`config.mk`:
```
export PLATFORM = sky130hd
export DESIGN_NAME = adder_share_arbiter
export DESIGN_NICKNAME = d
export VERILOG_FILES = /design/src/rtl/adder_share_arbiter.sv
export SDC_FILE = /design/constraint.sdc
export NUM_CORES = 1
export LEC_CHECK = 0
export ABC_AREA = 1
export CAP_MARGIN = 0
export CORE_MARGIN = 1.5
export CORE_UTILIZATION = 42
export DETAILED_ROUTE_END_ITERATION = 12
export PLACE_DENSITY_LB_ADDON = 0.15
export SLEW_MARGIN = 10
export SYNTH_ARGS = -nofsm -noshare
export SYNTH_HDL_FRONTEND = slang
export SYNTH_SLANG_ARGS = --single-unit
```
`constraint.sdc`:
```
create_clock -name clk -period 2.6 [get_ports clk]
set_input_delay 0.78 -clock clk [delete_from_list [all_inputs] [get_ports clk]]
set_output_delay 0.78 -clock clk [all_outputs]
set_load 0.05 [all_outputs]
```
`src/rtl/adder_share_arbiter.sv`:
```
// rtl/adder_share_arbiter.sv - round-robin arbiter sharing one adder between two lanes
// Result lands in a single-entry output register with its own valid/ready handshake.
module adder_share_arbiter #(
  parameter int WIDTH = 32,
  parameter int TAG_W = 4,
  parameter int CNT_W = 16
) (
  input  logic             clk,
  input  logic             rst_n,
  input  logic             req0_valid,
  input  logic [WIDTH-1:0] req0_a,
  input  logic [WIDTH-1:0] req0_b,
  input  logic [TAG_W-1:0] req0_tag,
  output logic             req0_ready,
  input  logic             req1_valid,
  input  logic [WIDTH-1:0] req1_a,
  input  logic [WIDTH-1:0] req1_b,
  input  logic [TAG_W-1:0] req1_tag,
  output logic             req1_ready,
  output logic             res_valid,
  output logic [WIDTH-1:0] res_data,
  output logic [TAG_W-1:0] res_tag,
  output logic             res_src,
  input  logic             res_ready,
  output logic [CNT_W-1:0] conflict_cnt
);

  typedef enum logic {EMPTY = 1'b0, FULL = 1'b1} state_t;

  localparam logic [CNT_W-1:0] CNT_MAX = '1;

  state_t           state_q, state_d;
  logic             last_grant_q;
  logic             accept_en, grant0, grant1, accept, both_valid;
  logic [WIDTH-1:0] op_a, op_b, sum;
  logic [TAG_W-1:0] op_tag;

  // rst_n gates accept_en so the readies are low for the whole reset window
  always_comb begin
    accept_en  = rst_n & ((state_q == EMPTY) | res_ready);
    both_valid = req0_valid & req1_valid;
    grant0     = req0_valid & (~req1_valid | last_grant_q);
    grant1     = req1_valid & (~req0_valid | ~last_grant_q);
    req0_ready = accept_en & grant0;
    req1_ready = accept_en & grant1;
    accept     = req0_ready | req1_ready;
    op_a       = grant1 ? req1_a   : req0_a;
    op_b       = grant1 ? req1_b   : req0_b;
    op_tag     = grant1 ? req1_tag : req0_tag;
    sum        = op_a + op_b;
  end

  always_comb begin
    state_d = state_q;
    case (state_q)
      EMPTY:   if (accept) state_d = FULL;
      FULL:    if (res_ready && !accept) state_d = EMPTY;
      default: state_d = EMPTY;
    endcase
  end

  always_ff @(posedge clk or negedge rst_n) begin
    if (!rst_n) state_q <= EMPTY;
    else        state_q <= state_d;
  end

  assign res_valid = (state_q == FULL);

  always_ff @(posedge clk or negedge rst_n) begin
    if (!rst_n) begin
      res_data     <= '0;
      res_tag      <= '0;
      res_src      <= 1'b0;
      last_grant_q <= 1'b1;
    end else if (accept) begin
      res_data     <= sum;
      res_tag      <= op_tag;
      res_src      <= grant1;
      last_grant_q <= grant1;
    end
  end

  // Contention only counts when the loser could otherwise have been accepted
  always_ff @(posedge clk or negedge rst_n) begin
    if (!rst_n)
      conflict_cnt <= '0;
    else if (both_valid && accept_en && conflict_cnt != CNT_MAX)
      conflict_cnt <= conflict_cnt + 1'b1;
  end

endmodule
```
Word-level counts from Yosys, hierarchy flattened
Cells that the tools add are included.
{ "op_classes": {"bitwise": 14, "mux": 6, "n_reduce_logical": 4, "eq_ne": 1, "addsub": 2} }
{ "op_table": {"columns": ["cell", "count"], "rows": [
  ["$mux W32", 2],
  ["$add A32 B32 Y32", 1],
  ["$add A16 B1 Y16 const B", 1],
  ["$ne A16 B16 Y1 const B", 1],
  ["$and A1 B1 Y1", 6],
  ["$mux W4", 1],
  ["$not A1 Y1", 4],
  ["$or A1 B1 Y1", 4],
  ["$logic_and A1 B1 Y1", 3],
  ["$mux W1", 2],
  ["$pmux W1 S2", 1],
  ["$logic_not A1 Y1", 1]
]} }
{ "totals": {"output_inout_bits": 56, "register_bits": 55, "input_bits": 141} }

Depth between registers and ports, before layout
{ "depth": {"ltp_word": 9, "ltp_mapped": 19, "ltp_nobuf": 17} }

Worst setup path before layout
No wires, ideal clock.
{ "synth_path": {"kind": "input-to-reg", "from": "in req0_valid", "to": "reg res_data[28]", "t_required_ns": 2.482, "path_stages": 17, "n_path_buf": 2, "slack_ns": -0.372, "t_arrival_ns": 2.854, "path_cell_list": "inv_2 -> o21ai_2 -> inv_2 -> buf_2 -> buf_1 -> nand2_1 -> nand2_1 -> ha_1 -> fa_1 -> nand3_1 -> nand3_1 -> nand3_1 -> nand3_1 -> nand2_1 -> nand3_1 -> nand3_1 -> nand2_1"} }
{ "synth_between": {"elab_chain_cells": 5, "elab_cells_between_ends": 10, "cone_classes": "add/sub: 1; mux: 2; bitwise: 7"} }
{ "synth_rtl": {"columns": ["item", "line_no", "rtl"], "rows": [
  ["start: declaration", "10", "input logic req0_valid,"],
  ["$not A1 Y1", "43", "grant1 = req1_valid & (~req0_valid | ~last_grant_q);"],
  ["$or A1 B1 Y1", "43", null],
  ["$and A1 B1 Y1", "43", null],
  ["$mux W32, or another cell as far along", "47", "op_a = grant1 ? req1_a : req0_a;"],
  ["$add A32 B32 Y32 or $or A1 B1 Y1 (tied branches)", "50, 46", null],
  ["end signal: assignment", "76", "res_data <= sum;"],
  ["end: declaration", "21", "output logic [WIDTH-1:0] res_data,"]
]} }
Several ways; a longest one is shown, not always the timed one.
A chain may end at the register's enable or synchronous reset.

Worst setup path after layout
{ "layout_path": {"from": "in req0_valid", "to": "reg res_data[24]"} }
Same word-level chain as after synthesis.

==> flow_summary.toml <==
[floorplan]
core-area_sq_mm = 0.0125
die_area_sq_mm = 0.0134
core.rowCount = 41
ioPinCount = 197
start_util_pct = 42.8
chipWidth_um = 116
die_h_um = 116

[detailed_routing]
first_pass_iters = 5
vias = 6502
drc = 0
viasPerCell = 4.77
ant_nets = 0
drt_wl_total_mm = 17.7
routedWlPerCell_um = 13.0
first_iter_violations = 454

[setup_path]
cp_top_family = "simple AND/OR/NAND/NOR gates"
worst-path-stages = 20
path_max_fanout = 5
slowest_stage = "fa_2"
r2r_cells = 18
start_kind = "primary input"
path_cells = "buf_6 > buf_12 > inv_12 > o21ai_4 > inv_4 > buf_6 > nand2_2 > nand2_1 > ha_2 > fa_2 > nand3_2 > nand3_2 > nand2_2 > nand2_2 > buf_4 > nand3_2 > nand3_1 > nand2_1 > nand3_2 > nand2_1"
crit_buf_inv = 6
crit_top_cell = "nand3_2"
crit_path_start = "req0_valid"
slowest_delay_ns = 0.37
arrival_ns = 2.96
worst_setup_path_end_kind = "register"
cp.required_ns = 2.84
r2r-start = "last_grant_q"
critPathKind = "in2reg"

[clocking]
cts_tree = "built"
cts_buffer_depth = 2
cts_max_level = 2
path_clk_slew_ns = 0.07
insertion_delay_ns = 0.29
holdBufCountCts = 0
clock-sinks = 55
numCtsBuffers = 5
root_buffer = "clkbuf_16"

[sta]
grt_setup_unrepaired = "yes"
setup_slack_ns = -0.117
period_needed_ns = 2.72
finalSetupTns_ns = -1.27
relSlewSlack_pct = 52.5
drv_slew = 0
period_share_pct = 105
finalClockSkew_ns = 0.00325
worstMarginPinSlew_ns = 0.713
hold_ws_ns = 0.475
hold_viol_final = 0
fmax_mhz = 368
setup_violations = 19

[logic_synthesis]
synthDistinctLibCells = 32
ys_top_cells_by_area = "nand2_1, dfrtp_1, inv_1, ha_1, nand3_1"
synth_commonest_cells = "nand2_1, inv_1, dfrtp_1"
synth_edf_count = 0
synth_fp_nets = 1104
syn_area_per_cell_sq_um = 5.75
netlist_area_sq_mm = 0.00535
yosysSeqAreaShare_pct = 25.7
synth_warnings = 0
ys_ff_latch = 55
synth_top_area_share_pct = 34.4
synth_flop_cell = "dfrtp_1"
syn_inst = 930
synth_top_area_cell = "nand2_1"
synth_most_common_cell = "nand2_1"
async_reset_ff_share_pct = 100

[placement]
gp_congestion = 0.922
dp_hpwl_mm = 13.3
io_buffer_count = 196

[hold_path]
worstHoldPathType = "reg2reg"
min-delay-start = "res_src"
holdPathStages = 2

[job]
drv_cap = 0

[cells_and_area]
antennaDiodeCount = 0
drive_above_1_share_pct = 16.5
area_delta_synth_final_pct = 67.3
fin_nets = 1364
final_util_pct = 71.5

[global_route]
grt_pass1_vias = 6273
grt_first_pass_wirelength_mm = 28.6
antenna_found_initial = 0
grt_max_degree = 56
grt-ovfl-total = 0
grt_usage_pct = 26.6

[outcome]
status = "finished, violations left"
violations = "negative setup slack"

[pwr]
p_total_mw = 6.90
p_leak_nw = 4.68
powerDensity_mw_per_mm2 = 771
irDropWorstVdd_mv = 0.370
-- worst paths after layout --
path | to | slack (ns)
worst max-delay path | res_data[24] | -0.12
worst min-delay path | res_src | 0.47
worst max register to register | res_data[24] | -0.05
worst min register to register | res_src | 0.47
max in group asynchronous | res_tag[3] | 1.45
min in group asynchronous | res_data[2] | 0.67
-- metal layers --
metal / track usage, % / vias to the layer above / wire, um
met5: 0 / - / 0
met4: 6.99 / 0 / 337
met3: 2.72 / 27 / 1100
met2: 46.9 / 215 / 8300
met1: 34.8 / 2914 / 8010
li1: - / 3346 / -
-- report_power, final --
group	switching [mW]	internal [mW]	total, mW
combinational	2.83	1.92	4.75
sequential	0.195	1.16	1.36
clock	0.314	0.485	0.798
total	3.34	3.56	6.90
-- cells by family (layout without fill, tap and decap cells) --
family | count (synthesis) | in the layout | share of synthesized area [%]
compound gates | 49 | 49 | 5.03
xor+xnor | 31 | 31 | 5.07
fa+ha+maj | 33 | 33 | 7.86
buf+inv | 146 | 407 | 10.8
flops | 55 | 55 | 25.7
simple gates | 616 | 616 | 45.5
-- area by class of cell --
cell class / count / area [sq um]
clock buffers: 6 / 139
clock inverters: 2 / 38.8
fillers: 1090 / 3570
inverters: 125 / 484
multi-input cells: 729 / 3970
flip-flops and latches: 55 / 1380
well taps: 172 / 215
repair buffers: 274 / 2730
-- sequential cells by signal, indices dropped and copies added (netlist names) --
name / flops
res_data: 32
conflict_cnt: 16
last_grant_q: 1
res_valid: 1
res_src: 1
res_tag: 4
-- what timing repair did --
item | CTS | global route
endpoints found under the setup margin | 38 | 31
pin swaps | 17 | 4
resized for setup | 74 | 28
setup buffers | 8 | 1
gates cloned | 3 | 1
-- cells in the final DEF, fill, tap and decap left out, drive strengths merged --
cell type,count
nand3b,4
and2,1
buf,81
a21oi,21
bufinv,1
nand4,4
clkdlybuf4s50,190
ha,32
nand2,494
o21ai,18
nor4,1
dfrtp,54
a21o,1
clkbuf,8
a31oi,4
nor3b,1
inv,126
o21a,1
xnor2,23
nor3,10
nor2,52
xor2,8
dfstp,1
nand3,49
o211ai,1
dlymetal6s2s,1
fa,1
o21bai,3
-- tightest hold or removal path: cells and delay by family, from the launching register on --
kind / cells / cell delay (ns)
DFF: 1 / 0.35
and+or+nand+nor: 2 / 0.09
-- stage by stage --
stage / setup WS, ns / cell area, sq um / instances
global placement: -0.909 / 8130 / 1342
detailed placement: -0.966 / 8130 / 1342
floorplan: -0.0996 / 5510 / 930
global route: -0.288 / 8950 / 1363
CTS: -0.0473 / 8800 / 1361
finish: -0.117 / 8950 / 1363
Note: power is estimated with default switching activity, not from simulation.
